**config.mk**
```make
export PLATFORM = sky130hd
export DESIGN_NAME = mem_read_stage
export DESIGN_NICKNAME = d
export VERILOG_FILES = /design/src/rtl/mem_read_stage.sv
export SDC_FILE = /design/constraint.sdc
export NUM_CORES = 1
export LEC_CHECK = 0
export BUFFER_PORTS_ARGS = -buffer_cell sky130_fd_sc_hd__buf_2
export CAP_MARGIN = 20
export CORE_MARGIN = 2
export CORE_UTILIZATION = 48
export DETAILED_ROUTE_END_ITERATION = 16
export HOLD_SLACK_MARGIN = 0.03
export PLACE_DENSITY = 0.87
export SYNTH_ARGS = -nofsm -noshare
export SYNTH_HDL_FRONTEND = slang
export SYNTH_SLANG_ARGS = --single-unit
```
**constraint.sdc**
```tcl
create_clock -name clk -period 2.7 [get_ports clk]
set_clock_uncertainty 0.05 [all_clocks]
set_input_delay 0.54 -clock clk [delete_from_list [all_inputs] [get_ports clk]]
set_output_delay 0.54 -clock clk [all_outputs]
set_load 0.02 [all_outputs]
```
**src/rtl/mem_read_stage.sv**
```systemverilog
`default_nettype none
// ============================================================================
// mem_read_stage: accepts generator addresses, reads a single-port SRAM and
// returns data in order through a credit-managed output FIFO.
// Revision: 1.0
// ============================================================================
module mem_read_stage #(
    parameter int ADDR_W     = 32,
    parameter int MEM_ADDR_W = 10,
    parameter int DATA_W     = 16,
    parameter int DEPTH      = 4
) (
    input  logic                  clk,
    input  logic                  rst,
    input  logic                  in_valid,
    input  logic [ADDR_W-1:0]     in_addr,
    output logic                  in_ready,
    output logic                  mem_ren,
    output logic [MEM_ADDR_W-1:0] mem_raddr,
    input  logic [DATA_W-1:0]     mem_rdata,
    output logic                  out_valid,
    output logic [DATA_W-1:0]     out_data,
    output logic                  out_err,
    input  logic                  out_ready,
    output logic                  err_sticky,
    output logic [31:0]           beat_count
);
    localparam int PTR_W = $clog2(DEPTH);
    localparam int CNT_W = PTR_W + 1;
    localparam logic [CNT_W:0] c_CREDIT_LIMIT = (CNT_W + 1)'(DEPTH);

    logic                  inflight_v_q,   inflight_v_d;
    logic                  inflight_err_q, inflight_err_d;
    logic [CNT_W-1:0]      count_q,        count_d;
    logic [PTR_W-1:0]      wr_ptr_q,       wr_ptr_d;
    logic [PTR_W-1:0]      rd_ptr_q,       rd_ptr_d;
    logic                  err_sticky_q,   err_sticky_d;
    logic [31:0]           beat_count_q,   beat_count_d;
    logic [DATA_W-1:0]     fifo_data_q [DEPTH];
    logic [DEPTH-1:0]      fifo_err_q;

    logic                  w_in_range;
    logic                  w_accept;
    logic                  w_push;
    logic                  w_pop;
    logic [CNT_W:0]        w_credits_used;

    // Credits count both queued entries and the read still on its way back,
    // so the FIFO can never be pushed while full.
    assign w_credits_used = {1'b0, count_q} + (CNT_W + 1)'(inflight_v_q);
    assign in_ready       = !rst && (w_credits_used < c_CREDIT_LIMIT);

    assign w_in_range = (in_addr[ADDR_W-1:MEM_ADDR_W] == '0);
    assign w_accept   = in_valid && in_ready;
    assign w_push     = inflight_v_q;
    assign w_pop      = out_valid && out_ready;

    assign mem_ren   = w_accept && w_in_range;
    assign mem_raddr = in_addr[MEM_ADDR_W-1:0];

    assign out_valid  = (count_q != '0);
    assign out_data   = out_valid ? fifo_data_q[rd_ptr_q] : '0;
    assign out_err    = out_valid ? fifo_err_q[rd_ptr_q] : 1'b0;
    assign err_sticky = err_sticky_q;
    assign beat_count = beat_count_q;

    always_comb begin
        inflight_v_d   = w_accept;
        inflight_err_d = w_accept && !w_in_range;
        err_sticky_d   = err_sticky_q || (w_accept && !w_in_range);
        beat_count_d   = beat_count_q + 32'(w_pop);
        wr_ptr_d       = w_push ? wr_ptr_q + PTR_W'(1) : wr_ptr_q;
        rd_ptr_d       = w_pop  ? rd_ptr_q + PTR_W'(1) : rd_ptr_q;
        count_d        = count_q;
        case ({w_push, w_pop})
            2'b10:   count_d = count_q + CNT_W'(1);
            2'b01:   count_d = count_q - CNT_W'(1);
            default: count_d = count_q;
        endcase
    end

    always_ff @(posedge clk) begin
        if (rst) begin
            inflight_v_q   <= 1'b0;
            inflight_err_q <= 1'b0;
            count_q        <= '0;
            wr_ptr_q       <= '0;
            rd_ptr_q       <= '0;
            err_sticky_q   <= 1'b0;
            beat_count_q   <= '0;
        end else begin
            inflight_v_q   <= inflight_v_d;
            inflight_err_q <= inflight_err_d;
            count_q        <= count_d;
            wr_ptr_q       <= wr_ptr_d;
            rd_ptr_q       <= rd_ptr_d;
            err_sticky_q   <= err_sticky_d;
            beat_count_q   <= beat_count_d;
        end
    end

    // Storage needs no reset: the head is masked whenever the FIFO is empty.
    always_ff @(posedge clk) begin
        if (w_push && !rst) begin
            fifo_data_q[wr_ptr_q] <= inflight_err_q ? '0 : mem_rdata;
            fifo_err_q[wr_ptr_q]  <= inflight_err_q;
        end
    end

endmodule
`default_nettype wire

```
==> impl_metrics.toml <==
[setup_path]
timing.critical_path.max_delay_family = "multiplexers"
worst_case_register_to_register_setup_slack_ps = 250
cp_data_arrival_time_ps = 1890
r2r_start = "count_q[0]"
timing.setup.critical_path_class = "reg -> out"
timing.rr.end = "beat_count[21]"
start_kind = "register"
worst-endpoint-required_ps = 2110
highest_net_fanout_along_the_worst_path = 16
worstPathCellList = "buf_4 -> mux4_2 -> and2_1 -> buf_2"
cp_max_stage_cell = "sky130_fd_sc_hd__mux4_2"
critical-path-max-stage-delay_ps = 550
rr_worst_depth = 8
critical_path.n_buffers_inverters = 2
critical_path.endpoint_type = "output pin"

[logic_synthesis]
async_reset_ff_share_pct = 0
syn-instance-count = 375
synth_edf_count = 68
post_synth_instance_area_um2 = 4822
synth_top_flop_cell = "sky130_fd_sc_hd__edfxtp_1"
synth_cell_type_count = 33
synth.most_common_cell = "sky130_fd_sc_hd__edfxtp_1"
synth_seq_area_share_pct = 60.61
synth_nets = 436
synthDominantAreaCellType = "sky130_fd_sc_hd__edfxtp_1"
yosys-top-cells-area = "sky130_fd_sc_hd__edfxtp_1 (42%), sky130_fd_sc_hd__dfxtp_1 (18%), sky130_fd_sc_hd__mux4_2 (7.9%), sky130_fd_sc_hd__and2_1 (3.1%), sky130_fd_sc_hd__nor2b_1 (2.6%)"
yosys-top-cells-count = "sky130_fd_sc_hd__edfxtp_1 (68), sky130_fd_sc_hd__dfxtp_1 (44), sky130_fd_sc_hd__and2_1 (24), sky130_fd_sc_hd__a21oi_1 (23), sky130_fd_sc_hd__nor2b_1 (20)"
syn_area_per_cell_um2 = 12.86
yosys_warnings = 0
synthDominantCellAreaShare_pct = 42.35
ys_ff_latch = 112

[route]
drt_wl_total_um = 9713
ant_nets = 0
route.vias.total = 3269
post_drt_wl_per_cell_um = 16.13
route.detailed.vias_per_inst = 5.430
dr.first_iter.drc_count = 139
firstDrtPassIters = 4
drc = 0

[final_layout]
area_growth_from_synthesis_to_layout_pct = 16.50
layout.cells.non_filler = 602
fin_nets = 525
diodes = 0
final_non_filler_cell_area_um2 = 5618
post_route_cells_drive_above_1_share_pct = 30.92
finalCoreUtilization_pct = 57.48

[timing]
setup_tns_ps = 0
setup_slack_ps = 222.1
max_slew_violation_count = 0
period_needed_ps = 2478
fmaxAchievable_ghz = 0.4036
tightest_slew_ps = 785.1
min_period_over_period_pct = 91.77
final-hold-violation-count = 0
grt_setup_unrepaired = "false"
setup-violations-final = 0
slew-limit-headroom_pct = 47.59

[pwr]
total_leakage_power_nw = 2.063
power_per_cell_area_nw_per_um2 = 711.0
max-vdd-ir-drop_mv = 0.3937

[grt]
grt_first_pass_wirelength_um = 15750
grt_antenna_before_repair = 0
grt_start_max_net_pins = 45
grt_ovf = 0
grt_util_all_layers_pct = 18.29
grt_pass1_vias = 3262

[place]
place.detailed.hpwl_um = 6755
preCtsSetupSlack_ps = 91.69
placed_cell_area_um2 = 5399
buffer_ports.inserted = 94
numPlacedInstances = 586
place.gp.congestion = 0.8052

[clock_network]
worstSkewPairLatency_ps = 370
h-tree-depth = 3
clock_tree_from_tritoncts = "yes"
tritoncts_buffers = 9
holdBufCountCts = 0
root_buffer = "sky130_fd_sc_hd__clkbuf_8"
cts.reportedPaths.clkPinSlew_ps = 110
cts_buffer_depth = 2
cts_setup_buffers = 0
post_cts.resized_instances = 0
clock-sinks = 112

[min_path]
holdPathStages = 2
holdPathEnd = "inflight_v_q"
min_path_type = "in -> reg"
min-delay-start = "in_valid"

[floorplanning]
die_w_um = 104.2
fp-row-count = 36
initial_core_util_pct = 49.33
design.portCount = 115
fp.coreArea_um2 = 9774
die_h_um = 104.2
dieArea_um2 = 10860

[run]
cap_violations = 0

[run_status]
outcome = "finished, final reports clean"
[logic make-up after synthesis]
group | synth area share (%)
AOI/OAI and AO/OA | 5.553
buffers and inverters | 4.125
DFF | 60.61
and+or+nand+nor | 16.24
xor gates and xnor gates | 2.361
adders and majority gates | 2.491
muxes | 8.614
[where the power goes]
group	internal (W)	switching, W	total, W
sequential	0.00190	0.0000660	0.00197
combinational	0.000444	0.000566	0.00101
clock	0.000421	0.000596	0.00102
total	0.00277	0.00123	0.00399
[worst register-to-register path, stage by stage (launching register included)]
cell,delay [ps]
sky130_fd_sc_hd__dfxtp_1,410
sky130_fd_sc_hd__or3_1,140
sky130_fd_sc_hd__and2_1,160
sky130_fd_sc_hd__buf_4,140
sky130_fd_sc_hd__ha_1,150
sky130_fd_sc_hd__nand3_1,90
sky130_fd_sc_hd__or3_1,520
sky130_fd_sc_hd__nor4_1,330
sky130_fd_sc_hd__mux2_2,370
[cells in the final DEF (no fill, tap or decap)]
master and count:
sky130_fd_sc_hd__a21oi_1 23, sky130_fd_sc_hd__a311oi_1 1, sky130_fd_sc_hd__and2_1 24, sky130_fd_sc_hd__and3_1 1, sky130_fd_sc_hd__and4_1 1, sky130_fd_sc_hd__and4_2 1, sky130_fd_sc_hd__buf_2 94, sky130_fd_sc_hd__buf_4 13
sky130_fd_sc_hd__clkbuf_16 1, sky130_fd_sc_hd__clkbuf_8 9, sky130_fd_sc_hd__clkinv_4 1, sky130_fd_sc_hd__clkinv_8 1, sky130_fd_sc_hd__dfxtp_1 44, sky130_fd_sc_hd__edfxtp_1 68, sky130_fd_sc_hd__fa_1 1, sky130_fd_sc_hd__ha_1 8
sky130_fd_sc_hd__inv_1 11, sky130_fd_sc_hd__inv_6 2, sky130_fd_sc_hd__inv_8 2, sky130_fd_sc_hd__mux2_2 2, sky130_fd_sc_hd__mux2i_1 1, sky130_fd_sc_hd__mux4_2 17, sky130_fd_sc_hd__nand2_1 11, sky130_fd_sc_hd__nand3_1 13
sky130_fd_sc_hd__nand4_1 6, sky130_fd_sc_hd__nand4_2 1, sky130_fd_sc_hd__nor2_1 19, sky130_fd_sc_hd__nor2b_1 20, sky130_fd_sc_hd__nor4_1 11, sky130_fd_sc_hd__o21ai_0 9, sky130_fd_sc_hd__o31ai_1 12, sky130_fd_sc_hd__o41ai_1 1
sky130_fd_sc_hd__or3_1 12, sky130_fd_sc_hd__or3_4 1, sky130_fd_sc_hd__or4_1 14, sky130_fd_sc_hd__xnor2_1 7, sky130_fd_sc_hd__xor2_1 6
[flip-flops by register name (all words and copies together), names as in the netlist, named ones only]
signal / cells
wr_ptr_q: 2
fifo_err_q: 4
inflight_v_q: 1
inflight_err_q: 1
rd_ptr_q: 2
count_q: 3
err_sticky: 1
fifo_data_q: 64
beat_count: 32
[final cells by class]
type,count,area [um2]
Tap cell,133,166.4
Clock inverter,6,65.06
Timing Repair Buffer,107,568.0
Multi-Input combinational cell,223,1705
Inverter,11,41.29
Fill cell,797,4156
Sequential cell,112,2923
Clock buffer,10,148.9
[metrics by stage]
| step | power, W | hold WS, ps |
|---|---|---|
| after global placement | 0.002988 | 398.2 |
| after CTS | 0.004025 | 386.6 |
| after global routing | 0.004183 | 386.4 |
| after detailed placement | 0.003025 | 406.2 |
| after floorplan | 0.002716 | 416.0 |
| final | 0.003994 | 383.1 |
[layer usage]
metal / wire (um) / vias to the layer above / GRT usage [%]
met5: 0 / - / 0
met4: 76 / 0 / 4.247
met3: 496 / 8 / 4.762
met2: 4961 / 82 / 31.58
met1: 4179 / 1614 / 23.14
li1: - / 1565 / -
[worst max path at each step]
| stage | from | end | cells past startpoint |
|---|---|---|---|
| global route | count_q[0] | beat_count[26] | 9 |
| CTS | count_q[0] | beat_count[26] | 9 |
| detailed placement | out_ready | beat_count[26] | 9 |
| global placement | out_ready | beat_count[24] | 9 |
| floorplan | count_q[0] | beat_count[22] | 10 |
| finish | register | out_data[8] | 4 |
Note: power is estimated with default switching activity, not from simulation.
